<file path="src/rtl/dvi_palette_lookup.sv">
// dvi_palette_lookup: unpacks packed index words, reads the palette RAM and emits RGB pixels with backpressure.
module dvi_palette_lookup #(
  parameter int W_IDX = 8,
  parameter int W_RGB = 24,
  parameter int W_IN  = 32
) (
  input  logic             clk,
  input  logic             rst,
  input  logic             flush,
  input  logic             double_x,
  input  logic             in_valid,
  output logic             in_ready,
  input  logic [W_IN-1:0]  in_data,
  output logic             pal_ren,
  output logic [W_IDX-1:0] pal_raddr,
  input  logic [W_RGB-1:0] pal_rdata,
  output logic             out_valid,
  input  logic             out_ready,
  output logic [W_RGB-1:0] out_rgb
);
  localparam int PPW = W_IN / W_IDX;
  localparam int CW  = PPW > 1 ? $clog2(PPW) : 1;

  logic [W_IN-1:0]  word_q, word_d, shifted;
  logic [CW-1:0]    cnt_q, cnt_d;
  logic             rep_q, rep_d, full_q, full_d, infl_q;
  logic [W_RGB-1:0] mem_q [2];
  logic             rp_q, wp_q;
  logic [1:0]       lvl_q;
  logic [W_IDX-1:0] raddr_q;
  logic [2:0]       credit;
  logic             pop, push, iss, adv, fin, acc;

  assign shifted   = word_q >> (32'(cnt_q) * W_IDX);
  assign pop       = out_valid && out_ready;
  assign push      = infl_q && !flush;
  // Slots committed after this cycle: FIFO entries plus the read in flight, minus the one leaving.
  assign credit    = {1'b0, lvl_q} + {2'b0, infl_q} - {2'b0, pop};
  assign iss       = full_q && !flush && credit < 3'd2;
  assign adv       = iss && (rep_q || !double_x);
  assign fin       = adv && cnt_q == CW'(PPW - 1);
  assign in_ready  = !rst && !flush && (!full_q || fin);
  assign acc       = in_valid && in_ready;
  assign pal_ren   = iss;
  assign pal_raddr = iss ? shifted[W_IDX-1:0] : raddr_q;
  assign out_valid = lvl_q != 2'd0;
  assign out_rgb   = mem_q[rp_q];

  always_comb begin
    word_d = acc ? in_data : word_q;
    full_d = acc || (full_q && !fin);
    cnt_d  = (acc || fin) ? '0 : adv ? cnt_q + CW'(1) : cnt_q;
    rep_d  = acc ? 1'b0 : iss ? (double_x && !rep_q) : rep_q;
  end

  always_ff @(posedge clk or posedge rst) begin
    if (rst) begin
      word_q   <= '0;
      cnt_q    <= '0;
      rep_q    <= 1'b0;
      full_q   <= 1'b0;
      infl_q   <= 1'b0;
      mem_q[0] <= '0;
      mem_q[1] <= '0;
      rp_q     <= 1'b0;
      wp_q     <= 1'b0;
      lvl_q    <= 2'd0;
      raddr_q  <= '0;
    end else begin
      raddr_q <= pal_raddr;
      word_q  <= word_d;
      if (flush) begin
        cnt_q  <= '0;
        rep_q  <= 1'b0;
        full_q <= 1'b0;
        infl_q <= 1'b0;
        rp_q   <= 1'b0;
        wp_q   <= 1'b0;
        lvl_q  <= 2'd0;
      end else begin
        cnt_q  <= cnt_d;
        rep_q  <= rep_d;
        full_q <= full_d;
        infl_q <= iss;
        if (push) mem_q[wp_q] <= pal_rdata;
        wp_q   <= wp_q ^ push;
        rp_q   <= rp_q ^ pop;
        lvl_q  <= lvl_q + {1'b0, push} - {1'b0, pop};
      end
    end
  end
endmodule

</file>
<file path="config.mk">
export PLATFORM = sky130hd
export DESIGN_NAME = dvi_palette_lookup
export DESIGN_NICKNAME = d
export VERILOG_FILES = /design/src/rtl/dvi_palette_lookup.sv
export SDC_FILE = /design/constraint.sdc
export NUM_CORES = 1
export LEC_CHECK = 0
export CORE_MARGIN = 4
export CORE_UTILIZATION = 54
export CTS_CLUSTER_DIAMETER = 40
export CTS_CLUSTER_SIZE = 16
export DETAILED_ROUTE_END_ITERATION = 7
export PLACE_DENSITY_LB_ADDON = 0.3
export SLEW_MARGIN = 10
export SYNTH_ARGS = -nofsm -noshare
export SYNTH_HDL_FRONTEND = slang
export SYNTH_SLANG_ARGS = --single-unit
</file>
<file path="constraint.sdc">
create_clock -name clk -period 12.6 [get_ports clk]
set_clock_uncertainty 0.2 [all_clocks]
set_input_delay 3.78 -clock clk [delete_from_list [all_inputs] [get_ports clk]]
set_output_delay 3.78 -clock clk [all_outputs]
set_load 0.02 [all_outputs]
</file>
==> insert_results.sql, run 1 <==
INSERT INTO impl_metrics (metric_group, metric, value, unit) VALUES
('outcome', 'run_status', 'finished, final reports clean', ''),
('floorplanning', 'die_y', '98.1', 'µm'),
('timing', 'hold_viol', '0', ''),
('floorplanning', 'placement_rows', '32', ''),
('worst_setup_path', 'path_max_fanout', '9', ''),
('cts', 'clock_sinks', '97', ''),
('cells_and_area', 'filler_cell_count', '535', ''),
('cells_and_area', 'syn2layout_area_growth', '28.6', '%'),
('global_routing', 'gr-total-overflow', '0', ''),
('floorplanning', 'io_pins', '97', ''),
('cts', 'tritoncts_clock_tree', 'done', ''),
('yosys', 'share_of_synthesized_cell_area_in_full_adder_half_adder_and_majority_cells', '0.0131', ''),
('yosys', 'synth_xor_area_frac', '0.00998', ''),
('timing', 'grt_setup_unrepaired', 'no', ''),
('global_routing', 'first_global_vias', '2881', ''),
('yosys', 'total_standard_cell_area_after_synthesis', '4390', 'µm²'),
('route', 'drtAntennaViolNets', '0', ''),
('cts', 'hold_fix_buffers_cts', '0', ''),
('worst_setup_path', 'critPathLaunch', 'out_ready', ''),
('yosys', 'post_synth_and_or_nand_nor_area_fraction', '0.0348', ''),
('route', 'routedWlPerCell', '17.6', 'µm'),
('cells_and_area', 'fin_cells', '480', ''),
('cells_and_area', 'final_nets', '439', ''),
('worst_setup_path', 'critical_register_to_register_path_endpoint', 'word_q[16]$_DFFE_PP0P_', ''),
('timing', 'relSlewSlack', '0.246', ''),
('placed_design', 'place_hpwl', '5910', 'µm'),
('yosys', 'synth_mux_area_frac', '0.359', ''),
('cts', 'clk_root_buffer_cell', 'clkbuf_8', ''),
('route', 'wl', '8440', 'µm'),
('route', 'drc', '0', ''),
('yosys', 'synthesis.area_per_instance', '15.9', 'µm²'),
('timing', 'finalSetupViolations', '0', ''),
('cts', 'max-clock-path-buffers', '2', ''),
('worst_hold_path', 'min_delay_path_depth', '1', ''),
('placed_design', 'placed_cells_incl_taps', '464', ''),
('pwr', 'cellPowerDensity', '195', 'nW/µm²'),
('route', 'route.vias.total', '2586', ''),
('yosys', 'ys_ff_latch', '97', ''),
('worst_setup_path', 'r2r_slack', '9310', 'ps'),
('placed_design', 'portBuffers', '96', ''),
('floorplanning', 'floorplan.die_area', '9630', 'µm²'),
('cells_and_area', 'fraction_of_layout_instances_using_a_drive_strength_above_1', '0.386', ''),
('route', 'first_pass_detailed_route_iteration_total', '4', ''),
('pwr', 'power.total', '0.00110', 'W'),
('pwr', 'cellLeakagePower', '2.55', 'nW'),
('worst_setup_path', 'timing.reg2reg.worst_path_depth', '8', ''),
('timing', 'final_period_minus_worst_setup_slack', '10820', 'ps'),
('yosys', 'synthCells', '276', ''),
('yosys', 'ys_warn_count', '0', ''),
('yosys', 'synth_compound_area_frac', '0.0111', ''),
('cells_and_area', 'n_antenna_cell', '0', ''),
('worst_hold_path', 'worstHoldEndpoint', 'raddr_q[1]$_DFF_PP0_', ''),
('global_routing', 'grt_max_degree', '58', ''),
('worst_setup_path', 'critical_path_arrival', '6840', 'ps'),
('worst_setup_path', 'start_kind', 'input pin', ''),
('worst_setup_path', 'worstSetupPathType', 'input pin to output pin', ''),
('timing', 'setup-tns-final', '0', 'ps'),
('global_routing', 'grt_pass1_wl', '14300', 'µm'),
('flow_run', 'max_cap_viol_count', '0', ''),
('cts', 'clkSlewWorstSetupHoldPaths', '80', 'ps'),
('timing', 'tightestPinTransition', '1130', 'ps'),
('timing', 'drv_slew', '0', ''),
('yosys', 'syn_nets', '342', ''),
('yosys', 'synth-seq-area-share', '0.553', ''),
('worst_hold_path', 'hold_start', 'raddr_q[1]$_DFF_PP0_', ''),
('worst_hold_path', 'worstHoldPathType', 'flop to flop', ''),
('worst_setup_path', 'cp.required', '8620', 'ps'),
('worst_setup_path', 'timing.rr.start', 'lvl_q[1]$_DFF_PP0_', ''),
('cts', 'post_cts_setup_inserts', '0', ''),
('floorplanning', 'die_width', '98.1', 'µm'),
('yosys', 'post_synth_num_cell_types', '30', '');
-- area by class of cell --
type / instances / area (µm²) / share of cell area
Sequential cell: 97 / 2430 / 0.430
Multi-Input combinational cell: 164 / 1880 / 0.333
Timing Repair Buffer: 99 / 983 / 0.174
Clock buffer: 11 / 151 / 0.0268
Tap cell: 102 / 128 / 0.0226
Clock inverter: 5 / 63.8 / 0.0113
Inverter: 2 / 10.0 / 0.00177
-- worst max-delay path, cell delays in order --
cell             delay, ps
clkdlybuf4s50_1        500
nand2_1                 60
nor2_1                 170
o21ai_0                140
fa_1                   390
xor2_1                 200
nand3b_4               210
nor2_2                 420
mux2_2                 410
clkdlybuf4s50_1        540
-- worst max path at each step --
stage	end	cells after the start
after global placement	pal_raddr[7]	10
final	pal_raddr[3]	10
after detailed placement	pal_raddr[7]	10
after floorplan	pal_raddr[0]	8
after CTS	pal_raddr[7]	10
after global routing	pal_raddr[4]	10
-- layer usage --
layer / wire (µm) / GRT usage / vias up
li1: - / - / 1178
met3: 498 / 0.0486 / 11
met1: 3610 / 0.242 / 1327
met4: 121 / 0.0641 / 0
met5: 0 / 0 / -
met2: 4200 / 0.303 / 70
-- where the power goes --
group	leakage, nW	internal, W	total [W]	switching, W
combinational	1.22	0.000257	0.000430	0.000173
sequential	1.22	0.000403	0.000457	0.0000541
clock	0.106	0.000104	0.000211	0.000107
total	2.55	0.000764	0.00110	0.000334
-- state kept, by name, indices dropped and copies added (netlist names), 2 cells and up --
name     count
cnt_q        2
lvl_q        2
mem_q       48
raddr_q      8
word_q      32
-- logic make-up after synthesis --
| logic type | count (synthesis) |
|---|---|
| adders and majority gates | 4 |
| buffers and inverters | 15 |
| AOI/OAI and AO/OA | 6 |
| xor gates and xnor gates | 5 |
| DFF | 97 |
| muxes | 122 |
| and+or+nand+nor | 27 |
-- cells in the final DEF (no fill, tap or decap) --
cell type	instances
a21oi_1	2
and2_1	1
buf_4	3
bufinv_16	1
clkbuf_8	11
clkdlybuf4s50_1	96
clkinv_4	3
clkinvlp_4	1
dfrtp_1	97
fa_1	1
ha_1	3
inv_1	1
inv_4	1
mux2_2	82
mux2_4	30
mux2i_1	2
mux4_2	8
nand2_1	3
nand2_2	1
nand2b_1	2
nand3b_1	2
nand3b_4	1
nor2_1	9
nor2_2	2
nor2b_1	3
nor3_1	1
nor3b_1	1
o21ai_0	2
o21bai_1	1
o31ai_4	1
or2_2	1
xnor2_1	3
xor2_1	2
-- synth_stat cells --
library cell	count	area (µm²)
inv_1	2	7.51
mux2i_1	2	20.0
nand3b_1	2	15.0
and2_1	1	6.26
nand2b_1	2	12.5
ha_1	3	37.5
buf_6	3	33.8
mux2_2	82	923
nor3b_1	1	7.51
o21ai_0	2	10.0
mux2_4	30	450
mux4_2	8	180
nand3b_4	1	20.0
o21bai_1	1	7.51
nor2b_1	3	18.8
nor3_1	1	5.00
dfrtp_1	97	2430
fa_1	1	20.0
clkbuf_1	4	15.0
buf_2	3	15.0
nand2_2	1	6.26
xnor2_1	3	26.3
a21oi_1	2	10.0
o31ai_4	1	21.3
xor2_1	2	17.5
nor2_1	10	37.5
or2_2	1	6.26
buf_1	3	11.3
nor2_2	1	6.26
nand2_1	3	11.3
-- per-stage QoR --
step / area (µm²) / hold WS, ps / utilization / setup WS [ps]
2_1_floorplan: 4390 / 274 / - / 2900
3_3_place_gp: 5430 / 281 / 0.695 / 1840
3_5_place_dp: 5430 / 286 / 0.695 / 1730
4_1_cts: 5640 / 307 / 0.723 / 1750
5_1_grt: 5640 / 322 / 0.723 / 1570
6_report: 5640 / 308 / 0.723 / 1780
Note: power is estimated with default switching activity, not from simulation.
==> run 2: changes to the inputs <==
--- a/config.mk
+++ b/config.mk
@@ -6,7 +6,7 @@
 export NUM_CORES = 1
 export LEC_CHECK = 0
 export CORE_MARGIN = 4
-export CORE_UTILIZATION = 54
+export CORE_UTILIZATION = 46
 export CTS_CLUSTER_DIAMETER = 40
 export CTS_CLUSTER_SIZE = 16
 export DETAILED_ROUTE_END_ITERATION = 7
==> constraint.sdc (replaced) <==
create_clock -name clk -period 9.6 [get_ports clk]
set_clock_uncertainty 0.2 [all_clocks]
set_input_delay 2.88 -clock clk [delete_from_list [all_inputs] [get_ports clk]]
set_output_delay 2.88 -clock clk [all_outputs]
set_load 0.02 [all_outputs]
==> run 2 against run 1 <==
Clock power increased by 27%. Non-clock buffer count unchanged. Worst setup slack got worse by 1200 ps. Hold slack got worse by 1.1 ps. Routed wire length decreased by 1.8%. Combinational power increased by 32%. Register-to-register slack got worse by 3000 ps. Core utilization decreased by 11 points. Critical path type unchanged. Highest routed layer unchanged.
==> insert_results.sql, run 2 (synthesized netlist as in run 1, its figures left out) <==
INSERT INTO impl_metrics (metric_group, metric, value, unit) VALUES
('floorplanning', 'floorplan.die_area', '11200', 'µm²'),
('placed_design', 'routabilityCongestion', '0.760', ''),
('cells_and_area', 'final_nets', '439', ''),
('worst_setup_path', 'critPathLaunch', 'out_ready', ''),
('cts', 'cts_inserted_buffers', '9', ''),
('worst_setup_path', 'worstSetupPathType', 'input pin to output pin', ''),
('worst_setup_path', 'r2r_slack', '6310', 'ps'),
('cts', 'max-clock-path-buffers', '2', ''),
('cells_and_area', 'registers.top_by_ff_count', 'mem_q', ''),
('floorplanning', 'initial_utilization', '0.475', ''),
('global_routing', 'grt_max_degree', '55', ''),
('cts', 'tritoncts_clock_tree', 'done', ''),
('route', 'routedWlPerCell', '16.3', 'µm'),
('route', 'drc', '0', ''),
('worst_setup_path', 'critical_path.cell_chain', 'clkdlybuf4s50_1, nand2_1, nor2_1, o21ai_0, fa_1, xor2_1, nand3b_4, nor2_2, mux2_2, clkdlybuf4s50_1', ''),
('global_routing', 'gr-total-overflow', '0', ''),
('cts', 'cts.htree.levels', '3', ''),
('flow_run', 'max_cap_viol_count', '0', ''),
('worst_setup_path', 'crit_buf_inv', '2', ''),
('worst_setup_path', 'critical-path-max-stage-delay', '550', 'ps'),
('route', 'first_pass_detailed_route_iteration_total', '4', ''),
('route', 'route.vias.total', '2545', ''),
('cts', 'clk-insertion-delay-late', '350', 'ps'),
('timing', 'finalSetupViolations', '0', ''),
('worst_setup_path', 'crit_end', 'pal_raddr[6]', ''),
('floorplanning', 'io_pins', '97', ''),
('route', 'vias_per_cell', '5.02', ''),
('timing', 'drv_slew', '0', ''),
('timing', 'setup-tns-final', '0', 'ps'),
('cts', 'clkSlewWorstSetupHoldPaths', '90', 'ps'),
('worst_setup_path', 'capturing_element_type_of_the_critical_path', 'output pin', ''),
('timing', 'final_min_period_over_clock_period', '0.943', ''),
('worst_setup_path', 'critical_register_to_register_path_endpoint', 'word_q[7]$_DFFE_PP0P_', ''),
('worst_setup_path', 'cp.required', '6520', 'ps'),
('worst_setup_path', 'path_max_fanout', '9', ''),
('cts', 'clk_root_buffer_cell', 'clkbuf_8', ''),
('route', 'wl', '8290', 'µm'),
('cts', 'post_cts.resized_instances', '0', ''),
('worst_setup_path', 'crit_cells', '10', ''),
('pwr', 'power.ir.vdd_worst', '123', 'µV'),
('cells_and_area', 'fraction_of_layout_instances_using_a_drive_strength_above_1', '0.386', ''),
('worst_setup_path', 'start_kind', 'input pin', ''),
('global_routing', 'grt_pass1_wl', '13600', 'µm'),
('worst_setup_path', 'cpLargestDelayFamily', 'buffers and inverters', ''),
('global_routing', 'grt_use_total', '0.151', ''),
('floorplanning', 'die_width', '106', 'µm'),
('timing', 'timing.hold.ws', '306', 'ps'),
('timing', 'fmax', '0.110', 'GHz'),
('route', 'drtAntennaViolNets', '0', ''),
('route', 'detailedRoute.firstIterationViolations', '29', ''),
('global_routing', 'initial_antenna_violation_count', '0', ''),
('timing', 'grt_setup_unrepaired', 'no', ''),
('worst_setup_path', 'crit_path_top_delay_cell', 'clkdlybuf4s50_1', ''),
('worst_hold_path', 'worstHoldPathType', 'flop to flop', ''),
('worst_setup_path', 'critical_path_arrival', '5970', 'ps'),
('timing', 'hold_viol', '0', ''),
('global_routing', 'first_global_vias', '2704', ''),
('cells_and_area', 'top_regs', 'mem_q x48, word_q x32, raddr_q x8', ''),
('pwr', 'cellLeakagePower', '2.54', 'nW'),
('cells_and_area', 'syn2layout_area_growth', '29.1', '%'),
('cells_and_area', 'layout.cells.most_common_list', 'dfrtp_1 (97), clkdlybuf4s50_1 (96), mux2_2 (82)', ''),
('worst_setup_path', 'worst_path_most_repeated_cell', 'clkdlybuf4s50_1', ''),
('cts', 'post_cts_setup_inserts', '0', ''),
('cts', 'hold_fix_buffers_cts', '0', ''),
('floorplanning', 'placement_rows', '35', ''),
('cells_and_area', 'n_antenna_cell', '0', ''),
('outcome', 'run_status', 'finished, final reports clean', ''),
('pwr', 'power.total', '0.00143', 'W'),
('floorplanning', 'die_y', '106', 'µm'),
('placed_design', 'portBuffers', '96', ''),
('floorplanning', 'core_area', '9240', 'µm²'),
('timing', 'tightestPinTransition', '1120', 'ps'),
('cells_and_area', 'most_common_cell_after_layout_fill_and_taps_aside', 'dfrtp_1', ''),
('pwr', 'cellPowerDensity', '253', 'nW/µm²'),
('placed_design', 'place_hpwl', '5770', 'µm'),
('cts', 'clock_sinks', '97', ''),
('worst_setup_path', 'timing.rr.start', 'lvl_q[1]$_DFF_PP0_', ''),
('timing', 'relSlewSlack', '0.255', ''),
('cells_and_area', 'largest_register_ffs', '48', ''),
('worst_setup_path', 'timing.reg2reg.worst_path_depth', '8', ''),
('timing', 'final_period_minus_worst_setup_slack', '9050', 'ps');
-- run 2: changes by cell type in the layout (fill, tap and decap cells not counted) --
cell / change
clkinv_2: +1
inv_6: +3
clkinv_4: -2
clkbuf_8: -2
-- run 2: how the worst min path moves through the flow --
stage / from / end / slack (ps) / cells after the start
global route: mem_q[23]$_DFFE_PP0P_ / mem_q[23]$_DFFE_PP0P_ / 320 / 1
floorplan: mem_q[0]$_DFFE_PP0P_ / mem_q[0]$_DFFE_PP0P_ / 270 / 1
CTS: mem_q[23]$_DFFE_PP0P_ / mem_q[23]$_DFFE_PP0P_ / 310 / 1
finish: raddr_q[4]$_DFF_PP0_ / raddr_q[4]$_DFF_PP0_ / 310 / 1
global placement: mem_q[23]$_DFFE_PP0P_ / mem_q[23]$_DFFE_PP0P_ / 280 / 1
detailed placement: mem_q[1]$_DFFE_PP0P_ / mem_q[1]$_DFFE_PP0P_ / 290 / 1
-- run 2: through the flow --
| step | util | cells | cell area (µm²) | worst slack [ps] |
|---|---|---|---|---|
| after floorplan | - | 276 | 4390 | 1700 |
| after global routing | 0.613 | 507 | 5660 | 338 |
| final | 0.613 | 507 | 5660 | 548 |
| after detailed placement | 0.591 | 491 | 5460 | 506 |
| after global placement | 0.591 | 491 | 5460 | 601 |
| after CTS | 0.613 | 507 | 5660 | 457 |
-- run 2: cell type report --
class,count,area [µm²]
Clock buffer,9,124
Clock inverter,7,77.6
Fill cell,718,3580
Inverter,2,10.0
Multi-Input combinational cell,164,1880
Sequential cell,97,2430
Tap cell,129,161
Timing Repair Buffer,99,983
-- run 2: routing by layer --
layer,wire (µm),vias up,GRT usage,part of all wire
met4,137,0,0.0555,0.017
met1,3690,1274,0.205,0.45
met2,3920,82,0.237,0.47
met5,0,-,0,0
li1,-,1177,-,-
met3,535,12,0.0380,0.065
-- run 2: where the power goes --
part,leakage [nW],total (W),internal (W),switching [W]
Sequential,1.22,0.000598,0.000529,0.0000690
Combinational,1.22,0.000566,0.000338,0.000228
Clock,0.101,0.000268,0.000123,0.000144
==> run 3: changes to the inputs <==
--- a/config.mk
+++ b/config.mk
@@ -10,6 +10,7 @@
 export CTS_CLUSTER_DIAMETER = 40
 export CTS_CLUSTER_SIZE = 16
 export DETAILED_ROUTE_END_ITERATION = 7
+export MAX_ROUTING_LAYER = met4
 export PLACE_DENSITY_LB_ADDON = 0.3
 export SLEW_MARGIN = 10
 export SYNTH_ARGS = -nofsm -noshare
==> run 3 against run 2 <==
Sequential share of layout area stayed put. Clock power hardly changed. Combinational power hardly changed. First-iteration DRC count is 3.4% lower. Worst setup slack better by 3.3 ps. Final cell count stayed put. Maximum frequency hardly changed. Sequential power hardly changed. Largest power group unchanged.
==> insert_results.sql, run 3 (synthesized netlist as in run 1, its figures left out) <==
INSERT INTO impl_metrics (metric_group, metric, value, unit) VALUES
('worst_setup_path', 'critical_path_arrival', '5970', 'ps'),
('floorplanning', 'floorplan.die_area', '11200', 'µm²'),
('cells_and_area', 'registers.top_by_ff_count', 'mem_q', ''),
('timing', 'final_min_period_over_clock_period', '0.943', ''),
('cells_and_area', 'top_regs', 'mem_q x48, word_q x32, raddr_q x8', ''),
('floorplanning', 'placement_rows', '35', ''),
('floorplanning', 'die_y', '106', 'µm'),
('cells_and_area', 'n_antenna_cell', '0', ''),
('worst_setup_path', 'worstSetupPathType', 'input pin to output pin', ''),
('cells_and_area', 'multiInputGateArea', '1880', 'µm²'),
('cells_and_area', 'fin_cells', '507', ''),
('worst_hold_path', 'worstHoldPathType', 'flop to flop', ''),
('timing', 'finalSetupViolations', '0', ''),
('cts', 'clk-insertion-delay-late', '340', 'ps'),
('placed_design', 'routabilityCongestion', '0.770', ''),
('route', 'route.vias.total', '2555', ''),
('worst_setup_path', 'start_kind', 'input pin', ''),
('timing', 'grt_setup_unrepaired', 'no', ''),
('floorplanning', 'core_area', '9240', 'µm²'),
('timing', 'drv_slew', '0', ''),
('pwr', 'power.ir.vdd_worst', '123', 'µV'),
('global_routing', 'grt.busiest_layer', 'met2', ''),
('floorplanning', 'die_width', '106', 'µm'),
('cts', 'clock_sinks', '97', ''),
('route', 'wl', '8310', 'µm'),
('route', 'drc', '0', ''),
('pwr', 'cellLeakagePower', '2.54', 'nW'),
('cts', 'post_cts.resized_instances', '0', ''),
('global_routing', 'gr-usage-met3', '0.0288', ''),
('timing', 'tightestPinTransition', '1130', 'ps'),
('cts', 'hold_fix_buffers_cts', '0', ''),
('route', 'first_pass_detailed_route_iteration_total', '4', ''),
('timing', 'relSlewSlack', '0.249', ''),
('cts', 'cts_inserted_buffers', '9', ''),
('cells_and_area', 'syn2layout_area_growth', '29.1', '%'),
('global_routing', 'gr-total-overflow', '0', ''),
('cells_and_area', 'fraction_of_layout_instances_using_a_drive_strength_above_1', '0.386', ''),
('cells_and_area', 'final_nets', '439', ''),
('cells_and_area', 'layout.cells.most_common_list', 'dfrtp_1 (97), clkdlybuf4s50_1 (96), mux2_2 (82)', ''),
('worst_setup_path', 'capturing_element_type_of_the_critical_path', 'output pin', ''),
('global_routing', 'initial_antenna_violation_count', '0', ''),
('cts', 'post_cts_setup_inserts', '0', ''),
('timing', 'fmax', '0.111', 'GHz'),
('timing', 'hold_viol', '0', ''),
('worst_setup_path', 'path_max_fanout', '9', ''),
('route', 'drtAntennaViolNets', '0', ''),
('pwr', 'cellPowerDensity', '253', 'nW/µm²'),
('floorplanning', 'initial_utilization', '0.475', ''),
('global_routing', 'grt_pass1_wl', '13600', 'µm'),
('cts', 'tritoncts_clock_tree', 'done', ''),
('global_routing', 'grt_use_total', '0.156', ''),
('cells_and_area', 'seq_area', '2430', 'µm²'),
('global_routing', 'first_global_vias', '2713', ''),
('cts', 'cts.htree.levels', '3', ''),
('global_routing', 'use_met2', '0.237', ''),
('route', 'detailedRoute.firstIterationViolations', '28', ''),
('placed_design', 'placed_cells_incl_taps', '491', ''),
('cts', 'clk_root_buffer_cell', 'clkbuf_8', ''),
('floorplanning', 'io_pins', '97', ''),
('cts', 'clkSlewWorstSetupHoldPaths', '90', 'ps'),
('placed_design', 'place_hpwl', '5770', 'µm'),
('route', 'vias_per_cell', '5.04', ''),
('cells_and_area', 'filler_cell_count', '718', ''),
('flow_run', 'max_cap_viol_count', '0', ''),
('cells_and_area', 'most_common_cell_after_layout_fill_and_taps_aside', 'dfrtp_1', ''),
('cells_and_area', 'largest_register_ffs', '48', ''),
('placed_design', 'portBuffers', '96', ''),
('global_routing', 'groute.layer.met1.usage', '0.211', ''),
('cells_and_area', 'final_design_area_no_fill', '5660', 'µm²'),
('global_routing', 'grt_max_degree', '55', ''),
('worst_setup_path', 'cp.required', '6520', 'ps'),
('route', 'routedWlPerCell', '16.4', 'µm'),
('cts', 'max-clock-path-buffers', '2', ''),
('timing', 'final_period_minus_worst_setup_slack', '9050', 'ps'),
('timing', 'setup-tns-final', '0', 'ps'),
('placed_design', 'detailed_place.area', '5460', 'µm²'),
('cells_and_area', 'final_core_util', '0.613', ''),
('outcome', 'run_status', 'finished, final reports clean', '');
-- run 3: per-stage QoR --
stage	total power [W]	worst slack, ps	hold slack (ps)
after global routing	0.00151	338	321
after CTS	0.00145	457	310
final	0.00143	551	308
after floorplan	0.000945	1700	274
after global placement	0.00116	601	281
after detailed placement	0.00118	506	288
-- run 3: worst paths after layout --
path,cells after the start,startpoint,slack [ps],endpoint
min,1,mem_q[27]$_DFFE_PP0P_,310,mem_q[27]$_DFFE_PP0P_
min in group asynchronous,2,rst,2770,rep_q$_DFFE_PP0P_
max reg2reg,8,lvl_q[1]$_DFF_PP0_,6310,word_q[7]$_DFFE_PP0P_
max,10,out_ready,550,pal_raddr[6]
min reg2reg,1,mem_q[27]$_DFFE_PP0P_,310,mem_q[27]$_DFFE_PP0P_
max in group asynchronous,3,rst,5330,mem_q[44]$_DFFE_PP0P_
-- run 3: worst max-delay path, cell delays in order --
cell and delay [ps]:
clkdlybuf4s50_1 490, nand2_1 60, nor2_1 170, o21ai_0 140, fa_1 390, xor2_1 200
nand3b_4 210, nor2_2 460, mux2_2 410, clkdlybuf4s50_1 550
-- run 3: cell type report --
cell class | count | area share
well taps | 129 | 0.0285
flip-flops and latches | 97 | 0.429
clock inverters | 7 | 0.0137
clock buffers | 9 | 0.0219
multi-input cells | 164 | 0.332
inverters | 2 | 0.00177
repair buffers | 99 | 0.174
-- run 3: report_power, final --
group          switching, W  internal [W]  total (W)
clock network      0.000143      0.000123   0.000267
registers         0.0000692      0.000529   0.000598
logic              0.000228      0.000338   0.000566
total              0.000441      0.000990    0.00143
-- run 3: routing by layer --
layer	up-vias	routed length, µm
met2	85	3940
met4	0	118
met1	1284	3800
met3	11	454
li1	1175	-
met5	-	0
